`src/rtl/riscv_pkg.sv`:
```
// Shared fetch-stage definitions: instruction encodings and fetch FSM state type.
package riscv_pkg;

    localparam logic [31:0] NOP_INSTR    = 32'h0000_0013;
    localparam logic [31:0] EBREAK_INSTR = 32'h0010_0073;

    typedef enum logic [1:0] {
        BOOT,
        RUN,
        HALT
    } fetch_state_t;

endpackage

```
`src/rtl/instruction_fetch_if_id_register.sv`:
```
// IF/ID pipeline register: loads {pc, instr, valid=1}, inserts a bubble, or holds.
module if_id_register #(
    parameter logic [31:0] NOP_INSTR = 32'h0000_0013
) (
    input  logic        clk,
    input  logic        rst_n,
    input  logic        load,
    input  logic        bubble,
    input  logic [31:0] pc_in,
    input  logic [31:0] instr_in,
    output logic [31:0] pc_out,
    output logic [31:0] instr_out,
    output logic        valid_out
);

    logic [31:0] pc_q, pc_d;
    logic [31:0] instr_q, instr_d;
    logic        valid_q, valid_d;

    // Bubble keeps the last pc; only instr/valid mark the slot as empty.
    always_comb begin
        pc_d    = pc_q;
        instr_d = instr_q;
        valid_d = valid_q;
        if (bubble) begin
            instr_d = NOP_INSTR;
            valid_d = 1'b0;
        end else if (load) begin
            pc_d    = pc_in;
            instr_d = instr_in;
            valid_d = 1'b1;
        end
    end

    always_ff @(posedge clk or negedge rst_n) begin
        if (!rst_n) begin
            pc_q    <= '0;
            instr_q <= NOP_INSTR;
            valid_q <= 1'b0;
        end else begin
            pc_q    <= pc_d;
            instr_q <= instr_d;
            valid_q <= valid_d;
        end
    end

    assign pc_out    = pc_q;
    assign instr_out = instr_q;
    assign valid_out = valid_q;

endmodule

```
`src/rtl/instruction_fetch.sv`:
```
// Fetch stage: PC, BOOT/RUN/HALT control, fetch counter, IF/ID register.
// Optional misaligned-redirect trap enabled by defining FETCH_MISALIGN_TRAP_EN.
module instruction_fetch
    import riscv_pkg::*;
#(
    parameter logic [31:0] RESET_PC    = 32'h0000_0000,
    parameter int unsigned IMEM_ADDR_W = 10,
    parameter logic [31:0] NOP_INSTR   = riscv_pkg::NOP_INSTR
) (
    input  logic                   clk,
    input  logic                   rst_n,
    input  logic                   stall,
    input  logic                   redirect,
    input  logic [31:0]            redirect_pc,
    input  logic                   resume,
    output logic [IMEM_ADDR_W-1:0] imem_addr,
    input  logic [31:0]            imem_instr,
    output logic [31:0]            if_id_pc,
    output logic [31:0]            if_id_instr,
    output logic                   if_id_valid,
    output logic                   halted,
    output logic [31:0]            fetch_count
`ifdef FETCH_MISALIGN_TRAP_EN
    ,
    output logic                   misalign
`endif
);

    fetch_state_t state_q, state_d;
    logic [31:0]  pc_q, pc_d;
    logic [31:0]  count_q, count_d;
    logic         ifid_load, ifid_bubble;
    logic [31:0]  redirect_tgt;

    assign redirect_tgt = redirect_pc & 32'hFFFF_FFFC;

`ifdef FETCH_MISALIGN_TRAP_EN
    logic misalign_q, misalign_d;
    logic redirect_mis;
    assign redirect_mis = (redirect_pc[1:0] != 2'b00);
    assign misalign     = misalign_q;
`endif

    always_comb begin
        state_d     = state_q;
        pc_d        = pc_q;
        count_d     = count_q;
        ifid_load   = 1'b0;
        ifid_bubble = 1'b0;
`ifdef FETCH_MISALIGN_TRAP_EN
        misalign_d  = misalign_q;
`endif
        unique case (state_q)
            BOOT: begin
                ifid_bubble = 1'b1;
                state_d     = RUN;
            end
            RUN: begin
                if (redirect) begin
                    pc_d        = redirect_tgt;
                    ifid_bubble = 1'b1;
`ifdef FETCH_MISALIGN_TRAP_EN
                    if (redirect_mis) begin
                        misalign_d = 1'b1;
                        state_d    = HALT;
                    end
`endif
                end else if (!stall) begin
                    ifid_load = 1'b1;
                    pc_d      = pc_q + 32'd4;
                    count_d   = count_q + 32'd1;
                    if (imem_instr == EBREAK_INSTR) begin
                        state_d = HALT;
                    end
                end
            end
            HALT: begin
                ifid_bubble = 1'b1;
                if (redirect) begin
                    pc_d    = redirect_tgt;
                    state_d = RUN;
`ifdef FETCH_MISALIGN_TRAP_EN
                    // A misaligned redirect re-traps instead of leaving HALT.
                    misalign_d = 1'b0;
                    if (redirect_mis) begin
                        misalign_d = 1'b1;
                        state_d    = HALT;
                    end
`endif
                end else if (resume) begin
                    state_d = RUN;
`ifdef FETCH_MISALIGN_TRAP_EN
                    misalign_d = 1'b0;
`endif
                end
            end
            default: state_d = BOOT;
        endcase
    end

    always_ff @(posedge clk or negedge rst_n) begin
        if (!rst_n) begin
            state_q <= BOOT;
            pc_q    <= RESET_PC;
            count_q <= '0;
`ifdef FETCH_MISALIGN_TRAP_EN
            misalign_q <= 1'b0;
`endif
        end else begin
            state_q <= state_d;
            pc_q    <= pc_d;
            count_q <= count_d;
`ifdef FETCH_MISALIGN_TRAP_EN
            misalign_q <= misalign_d;
`endif
        end
    end

    if_id_register #(
        .NOP_INSTR(NOP_INSTR)
    ) u_if_id (
        .clk      (clk),
        .rst_n    (rst_n),
        .load     (ifid_load),
        .bubble   (ifid_bubble),
        .pc_in    (pc_q),
        .instr_in (imem_instr),
        .pc_out   (if_id_pc),
        .instr_out(if_id_instr),
        .valid_out(if_id_valid)
    );

    assign imem_addr   = pc_q[IMEM_ADDR_W+1:2];
    assign halted      = (state_q == HALT);
    assign fetch_count = count_q;

endmodule

```
`config.mk`:
```
export PLATFORM = sky130hd
export DESIGN_NAME = instruction_fetch
export DESIGN_NICKNAME = d
export VERILOG_FILES = /design/src/rtl/riscv_pkg.sv /design/src/rtl/instruction_fetch_if_id_register.sv /design/src/rtl/instruction_fetch.sv
export SDC_FILE = /design/constraint.sdc
export NUM_CORES = 1
export LEC_CHECK = 0
export BUFFER_PORTS_ARGS = -buffer_cell sky130_fd_sc_hd__buf_2
export CAP_MARGIN = 5
export CORE_ASPECT_RATIO = 0.9
export CORE_MARGIN = 1
export CORE_UTILIZATION = 55
export CTS_CLUSTER_SIZE = 12
export DETAILED_ROUTE_END_ITERATION = 10
export PLACE_DENSITY = 0.92
export SLEW_MARGIN = 40
export SYNTH_ARGS = -nofsm -noshare
export SYNTH_HDL_FRONTEND = slang
export SYNTH_SLANG_ARGS = --single-unit
```
`constraint.sdc`:
```
create_clock -name clk -period 2.95 [get_ports clk]
set_input_delay 0.1475 -clock clk [delete_from_list [all_inputs] [get_ports clk]]
set_output_delay 0.1475 -clock clk [all_outputs]
set_load 0.05 [all_outputs]
```
# Word-level counts from Yosys, hierarchy flattened
# Cells that the tools add are included.
# word_totals
inputBits	69
register_bits	131
elab_cells	47
# op_classes
bitwise	3
eq_ne	9
n_reduce_logical	8
mux	19
n_addsub	2
# ops
operator	n
two-way mux 32 bit	5
one-hot mux 32 bit (2 select lines)	1
adder 32 x 1 -> 32 bit (second input constant)	1
adder 32 x 3 -> 32 bit (second input constant)	1
== test 32 x 21 -> 1 bit (second input constant)	1
two-way mux 2 bit	5
inequality test 2 bit (second input constant)	4
two-way mux 1 bit	6
inequality test 3 bit (second input constant)	2
one-hot mux 2 bit (3 select lines)	1
AND reduction 3 bit	2
AND reduction 4 bit	1
nonzero test 2 bit	2
NOT 1 bit	3
== test 2 x 1 -> 1 bit (second input constant)	1
== test 2 bit (second input constant)	1
logical NOT 2 bit	1
one-hot mux 1 bit (2 select lines)	1
AND reduction 2 bit	1
OR reduction 2 bit	1

# Longest topological paths before layout
# Gate-level depths: netlist of the first run.
# depth
word_depth	5
depth_mapped	9
depth_no_buf	6

# Modules after synthesis
# Synthesis of the first run repeated with hierarchy kept, for this count alone.
# hier_totals
hier_cells	588
hier_area_um2	6331.1
# modules_own_cells
mod	seq_area_each_um2	cells_each	area_per_inst_um2	n_inst
instruction_fetch	1601.5	412	3674.8	1
if_id_register	1630.3	176	2656.3	1

# Least setup slack after synthesis of the first run
# OpenSTA, ideal clock, no wires.
# synth_path
kind	register to register
start	reg count_q[11] (netlist: fetch_count[11])
end	reg count_q[29] (netlist: fetch_count[29])
t_required_ns	2.809
path_stages_with_launch	6
setup_slack_ns	0.829
arrival_ns	1.980
period_less_slack_ns	2.121
path_cell_list	dfrtp_1 and4_1 nand4_1 nor4_4 nand4_1 xnor2_1
# synth_via
elab_chain_len	1
# synth_rtl
element	line	source
start: declaration	instruction_fetch.sv:31	logic [31:0] count_q, count_d;
start signal: assignment	instruction_fetch.sv:112	count_q <= count_d;
adder 32 x 1 -> 32 bit	instruction_fetch.sv:71	count_d = count_q + 32'd1;
# No other way between the ends.
# A chain may end at the register's enable or synchronous reset.

# Worst setup path in the final report of the first run
# layout_path
start	reg pc_q[15]
end	reg pc_q[29]
# layout_via
elab_chain_len	4
# layout_rtl
element	line	source
start: declaration	instruction_fetch.sv:30	logic [31:0] pc_q, pc_d;
start signal: assignment	instruction_fetch.sv:111	pc_q <= pc_d;
adder 32 x 3 -> 32 bit	instruction_fetch.sv:70	pc_d = pc_q + 32'd4;
two-way mux 32 bit	instruction_fetch.sv:68	end else if (!stall) begin
two-way mux 32 bit	instruction_fetch.sv:59	if (redirect) begin
one-hot mux 32 bit (2 select lines)	instruction_fetch.sv:53	unique case (state_q)
# No other way between the ends. The select of a mux whose other input is x is not followed.

==> results of run 1 <==
## routing by layer
layer	track usage [%]	vias to the layer above	share of wire [%]
li1	-	2555	-
met3	7.88	64	7.7
met4	16.7	0	3.5
met2	50.3	337	49
met1	39.0	2734	40
met5	0	-	0
## layout make-up
type,count,area [um2],area share [%]
sequential,127,3180,40.1
multi-input combinational,437,2580,32.4
timing repair buffer,221,1350,16.9
clock buffer,20,457,5.75
clock inverter,12,206,2.60
tap,129,161,2.03
inverter,4,15.0,0.189
## placed cells by master, fill, tap and decap left out, types with 5 or more instances in the layout
master and instances:
xor2_1 6, o21ai_0 24, buf_4 10, and4_1 7, clkbuf_16 17, nor4_1 5, nor2b_1 5, and3_1 14
dfrtp_1 124, dlygate4sd3_1 38, nand4_1 17, bufinv_16 5, a22o_1 30, o22ai_1 7, buf_2 171, xnor2_1 25
nor2_1 27, nand2_1 135, nor3_1 6, nand3_1 30, a21oi_1 32
## worst max-delay path by stage
stage,startpoint,endpoint,slack (ps),cells after the start
after floorplan,fetch_count[11]$_DFFE_PN0P_,fetch_count[29]$_DFFE_PN0P_,830,5
after global placement,state_q[1]$_DFFE_PN0P_,fetch_count[10]$_DFFE_PN0P_,800,6
after detailed placement,state_q[1]$_DFFE_PN0P_,fetch_count[10]$_DFFE_PN0P_,690,6
after CTS,state_q[1]$_DFFE_PN0P_,fetch_count[10]$_DFFE_PN0P_,680,6
after global routing,state_q[0]$_DFFE_PN0P_,fetch_count[10]$_DFFE_PN0P_,460,6
final,pc_q[15]$_DFFE_PN0P_,pc_q[29]$_DFFE_PN0P_,680,5
## registers in the layout, summed over array words and instances, names as in the netlist
name / count
u_if_id.valid_out: 1
fetch_count: 32
state_q: 2
u_if_id.pc_out: 30
pc_q: 30
u_if_id.instr_out: 32
## Yosys cell counts, types with 5 or more instances
| cell | instances |
|---|---|
| nor2b_1 | 5 |
| a22o_1 | 30 |
| dfrtp_1 | 124 |
| nor2_1 | 28 |
| xnor2_1 | 25 |
| buf_2 | 12 |
| nand4_1 | 17 |
| nand3_1 | 30 |
| nor4_1 | 5 |
| buf_4 | 13 |
| and4_1 | 7 |
| o21ai_0 | 24 |
| a21oi_1 | 32 |
| nor3_1 | 6 |
| xor2_1 | 6 |
| clkbuf_1 | 16 |
| and3_1 | 14 |
| o22ai_1 | 7 |
| nand2_1 | 135 |
## critical path, cell delays in order, from the launching register on
cell      delay [ps]
dfrtp_1          420
nand3_1          310
nor4_2           760
nand4_1          260
nand3_1          210
o311ai_0         150
## cell families (layout without fill, tap and decap cells)
logic type | Yosys count | after routing | share of synthesized area (%)
compound gates | 131 | 131 | 15.1
other cells | 1 | 2 | 0.0625
mux | 1 | 1 | 0.167
fa+ha+maj | 2 | 2 | 0.417
xor+xnor | 31 | 31 | 4.53
buf+inv | 49 | 257 | 4.13
simple gates | 270 | 270 | 22.6
flops | 127 | 127 | 53.0
## timing repair
item,4_1_cts,5_1_grt
hold buffers,37,1
setup endpoints to repair,0,0
endpoints found under the hold margin,116,1
## per-stage QoR
stage / total power, W / utilization, % / area, um2 / hold WS [ps] / std cells
2_1_floorplan: 0.00301 / - / 6000 / -148 / 613
3_3_place_gp: 0.00331 / 66.1 / 6890 / 377 / 880
3_5_place_dp: 0.00335 / 66.2 / 6900 / 261 / 880
4_1_cts: 0.00574 / 76.1 / 7930 / 0.284 / 949
5_1_grt: 0.00593 / 76.2 / 7940 / 18.6 / 950
6_report: 0.00574 / 76.2 / 7940 / 15.8 / 950
## report_power, final
part           total (W)  leakage (nW)  switching [W]  internal [W]
logic            0.00127          2.02       0.000926      0.000339
clock network    0.00235         0.321       0.000796       0.00155
registers        0.00212          1.59       0.000195       0.00193
==> run_results.csv, run 1 <==
group,metric,value,unit
outcome,status,"complete, but fails checks",
outcome,violations,"DRC",
placement,port_buffers,172,
sta,finalWorstSetupSlack,685,ps
synth,yosys_warnings,0,
cells_and_area,nets,879,
floorplanning,start_util,57.6,%
drt,ant_nets,0,
drt,drc,5,
drt,vias,5690,
drt,viasPerCell,5.99,
worst_setup_path,r2r-start,"pc_q[15]$_DFFE_PN0P_",
sta,rsz0062_at_grt,"false",
sta,relSlewSlack,45.8,%
flow_run,drv_cap,0,
grt,grt_usage,31.2,%
worst_hold_path,hp-start,"redirect_pc[3]",
clocking,cts_max_path_buffers,2,
grt,first_global_vias,5601,
cells_and_area,area_growth_syn_to_layout,32.4,%
clocking,cts_resized,0,
worst_hold_path,min_to,"pc_q[3]$_DFFE_PN0P_",
synth,synth_top_area_share,51.7,%
clocking,clock-sinks,127,
clocking,ctsRootBufferMaster,"clkbuf_16",
clocking,cts_tree,"yes",
cells_and_area,diodes,0,
synth,synth_cell_type_count,55,
worst_setup_path,r2r_setup_slack,680,ps
clocking,cts.htree.levels,4,
synth,synth_edf_count,0,
drt,dr.first_iter.drc_count,596,
worst_hold_path,holdPathStages,3,
sta,finalMaxSlewViolations,0,
worst_setup_path,end_kind,"flip-flop",
clocking,path_clk_slew,60,ps
placement,post-place-ws,693,ps
synth,ys_top_cells_by_area,"dfrtp_1, nand2_1, a22o_1",
worst_setup_path,path_class,"flip-flop to flip-flop",
synth,synthCells,612,
drt,routedWlPerCell,18.0,um
cells_and_area,fillers,699,
floorplanning,fp-row-count,35,
worst_setup_path,cp.arrival,2530,ps
worst_setup_path,rr_worst_depth,5,
drt,firstDrtPassIters,10,
synth,async_flop_share,100,%
grt,antenna_found_initial,0,
worst_setup_path,worst-endpoint-required,3210,ps
sta,finalSetupTns,0,ps
sta,tightest_slew,811,ps
sta,fin_crit,2270,ps
floorplanning,die_h,101,um
grt,grt_max_degree,85,
drt,drt_wl_total,17.1,mm
synth,synth_flop_cell,"dfrtp_1",
placement,dp_hpwl,11.0,mm
synth,yosysSeqAreaShare,53.0,%
placement,routabilityCongestion,0.892,
synth,syn_area,6000,um2
clocking,cts_inserted_buffers,17,
clocking,post_cts_buffers,0,
sta,min_period_over_period,76.8,%
worst_setup_path,r2r_end,"pc_q[29]$_DFFE_PN0P_",
worst_setup_path,cp_max_fo,6,
power,p_leak,3.93,nW
floorplanning,die_area,11300,um2
synth,synth_area_leader_cell,"dfrtp_1",
synth,synth_area_per_cell,9.80,um2
power,peakVddDrop,639,uV
worst_setup_path,startpoint_type,"flip-flop",
sta,setup_viol_count_final,0,
floorplanning,io_pins,177,
sta,finClkSkew,9.41,ps
sta,finalHoldViolCount,0,
floorplanning,chipWidth,112,um
grt,grt_pass1_wl,27.4,mm
clocking,clock_latency,420,ps
cells_and_area,drive_gt1_share,28.3,%
worst_hold_path,hold_path_class,"input pin to flip-flop",
power,powerDensity,722,nW/um2
grt,grt.overflow.total,0,
sta,fmax,441,MHz
floorplanning,design.core.area,10400,um2
synth,synth-seq-cells,127,
Power figures use the tool's default switching activity.
==> run 2, diff against run 1 <==
--- a/config.mk
+++ b/config.mk
@@ -9,10 +9,10 @@
 export CAP_MARGIN = 5
 export CORE_ASPECT_RATIO = 0.9
 export CORE_MARGIN = 1
-export CORE_UTILIZATION = 55
+export CORE_UTILIZATION = 47
 export CTS_CLUSTER_SIZE = 12
 export DETAILED_ROUTE_END_ITERATION = 10
-export PLACE_DENSITY = 0.92
+export PLACE_DENSITY = 0.85
 export SLEW_MARGIN = 40
 export SYNTH_ARGS = -nofsm -noshare
 export SYNTH_HDL_FRONTEND = slang
==> constraint.sdc (replaced) <==
create_clock -name clk -period 1.8 [get_ports clk]
set_input_delay 0.09 -clock clk [delete_from_list [all_inputs] [get_ports clk]]
set_output_delay 0.09 -clock clk [all_outputs]
set_load 0.05 [all_outputs]
==> run 2 against run 1 <==
Compared with the run above: non-clock buffer count increased by 57; global-route usage is 3.8 points lower; critical endpoint is now pc_q[24]$_DFFE_PN0P_; via count increased by 1.1%; maximum frequency rose by 27%; flip-flop and latch count unchanged; clock power increased by 45%; the run now ends clean; core utilization fell by 6.0 points; die area rose by 17%.
==> run_results.csv, run 2 (synthesis gave the netlist of run 1 again) <==
group,metric,value,unit
cells_and_area,nets,936,
clocking,cts_max_path_buffers,2,
placement,post-place-ws,-104,ps
drt,viasPerCell,5.54,
worst_setup_path,max_stage_delay,350,ps
worst_hold_path,holdPathStages,3,
placement,port_buffers,172,
cells_and_area,final_common_cell,"buf_2",
sta,min_period_over_period,99.3,%
worst_setup_path,end_kind,"flip-flop",
sta,relSlewSlack,60.5,%
floorplanning,chipWidth,121,um
grt,grt_pass1_wl,27.8,mm
drt,dr.first_iter.drc_count,397,
grt,grt_usage,27.4,%
worst_setup_path,startpoint_type,"flip-flop",
cells_and_area,diodes,0,
placement,dp_hpwl,11.5,mm
placement,place_area,7320,um2
cells_and_area,area_growth_syn_to_layout,43.6,%
floorplanning,io_pins,177,
cells_and_area,postLayoutCoreUtil,70.2,%
worst_setup_path,crit_chain,"nand3_1 -> buf_4 -> nor4_4 -> buf_6 -> and3_1 -> nor3_1 -> a311oi_1",
clocking,cts_tree,"yes",
clocking,clock_latency,410,ps
cells_and_area,drive_gt1_share,36.1,%
grt,grt.overflow.total,0,
clocking,cts_inserted_buffers,17,
sta,rsz0062_at_grt,"true",
sta,finalMaxSlewViolations,0,
sta,fmax,560,MHz
worst_setup_path,cp.arrival,2100,ps
placement,routabilityCongestion,0.894,
floorplanning,die_area,13200,um2
sta,finalHoldViolCount,0,
worst_setup_path,path_class,"flip-flop to flip-flop",
clocking,path_clk_slew,60,ps
power,peakVddDrop,785,uV
floorplanning,start_util,48.9,%
worst_setup_path,rr_worst_depth,7,
grt,antenna_found_initial,0,
grt,grt_max_degree,73,
floorplanning,die_h,109,um
worst_setup_path,cp_max_fo,9,
sta,fin_crit,1790,ps
power,p_leak,4.26,nW
sta,finalWorstSetupSlack,13.2,ps
drt,drt_wl_total,17.9,mm
clocking,cts.htree.levels,4,
clocking,clock-sinks,127,
floorplanning,fp-row-count,38,
sta,setup_viol_count_final,0,
worst_setup_path,worst-endpoint-required,2110,ps
drt,routedWlPerCell,17.2,um
drt,ant_nets,0,
drt,vias,5752,
cells_and_area,fillers,922,
cells_and_area,final_cell_mix,"buf_2, nand2_1, dfrtp_1, buf_4, dlygate4sd3_1",
worst_setup_path,cp_slowest_cell,"dfrtp_1",
floorplanning,design.core.area,12300,um2
flow_run,drv_cap,0,
sta,finClkSkew,13.5,ps
grt,first_global_vias,5684,
cells_and_area,postLayoutCellArea,8610,um2
drt,drc,0,
outcome,status,"complete, no violations",
clocking,ctsRootBufferMaster,"clkbuf_16",
power,powerDensity,1060,nW/um2
worst_hold_path,hold_path_class,"input pin to flip-flop",
drt,firstDrtPassIters,5,
sta,tightest_slew,592,ps
==> run 2: changes by cell type in the layout (fill, tap and decap cells not counted), sizes merged <==
cell	change
bufinv	-3
clkinvlp	+2
clkbuf	-1
dlygate4sd3	+4
buf	+52
inv	+3
==> run 2: path summary, 6_finish.rpt <==
kind                            slack [ps]                                end                         from
worst min register to register         460        fetch_count[31]$_DFFE_PN0P_  fetch_count[31]$_DFFE_PN0P_
worst max-delay path                    10               pc_q[24]$_DFFE_PN0P_          pc_q[5]$_DFFE_PN0P_
min in group asynchronous              230  u_if_id.instr_out[21]$_DFFE_PN0P_                        rst_n
worst max register to register          10               pc_q[24]$_DFFE_PN0P_          pc_q[5]$_DFFE_PN0P_
worst min-delay path                    20               pc_q[20]$_DFFE_PN0P_              redirect_pc[20]
max in group asynchronous             1200               pc_q[27]$_DFFE_PN0P_                        rst_n
==> run 2: critical path: cells and delay by family (launching register included) <==
family,cells,cell delay [ps]
AND/OR/NAND/NOR,4,680
buffers and inverters,2,390
flip-flops,1,350
AO/OA/AOI/OAI,1,260
==> run 2: layer usage <==
metal,vias to the layer above,global-route usage (%),wire [um]
li1,2678,-,-
met1,2788,35.4,7590
met2,249,44.4,8660
met3,37,6.49,1190
met4,0,11.4,429
met5,-,0,0
==> run 2: what timing repair did <==
item                       4_1_cts  5_1_grt
hold endpoints to repair       168        0
resized for setup                6       34
pin swaps                        3        6
setup buffers                    4        3
setup endpoints to repair       19       36
cloned                           0        2
hold buffers                    42        0
==> run 2: report_power, final <==
group / switching [W] / internal, W
clock network: 0.00134 / 0.00206
registers: 0.000275 / 0.00317
logic: 0.00162 / 0.000697
==> run 2: cell type report <==
cell class / count / area (um2) / area share [%]
flip-flops and latches: 127 / 3200 / 37.1
multi-input cells: 437 / 2720 / 31.5
repair buffers: 278 / 1900 / 22.0
clock buffers: 18 / 429 / 4.98
well taps: 160 / 200 / 2.32
clock inverters: 14 / 158 / 1.83
inverters: 4 / 15.0 / 0.174
==> run 2: stage by stage <==
step	instances	hold slack (ps)	setup TNS (ps)	total power, W
6_report	1038	15.9	0	0.00917
5_1_grt	1038	15.2	-1010	0.00954
4_1_cts	1033	1.07	0	0.00914
3_5_place_dp	955	120	-801	0.00565
3_3_place_gp	955	117	-73.7	0.00559
2_1_floorplan	613	-206	-60.4	0.00495
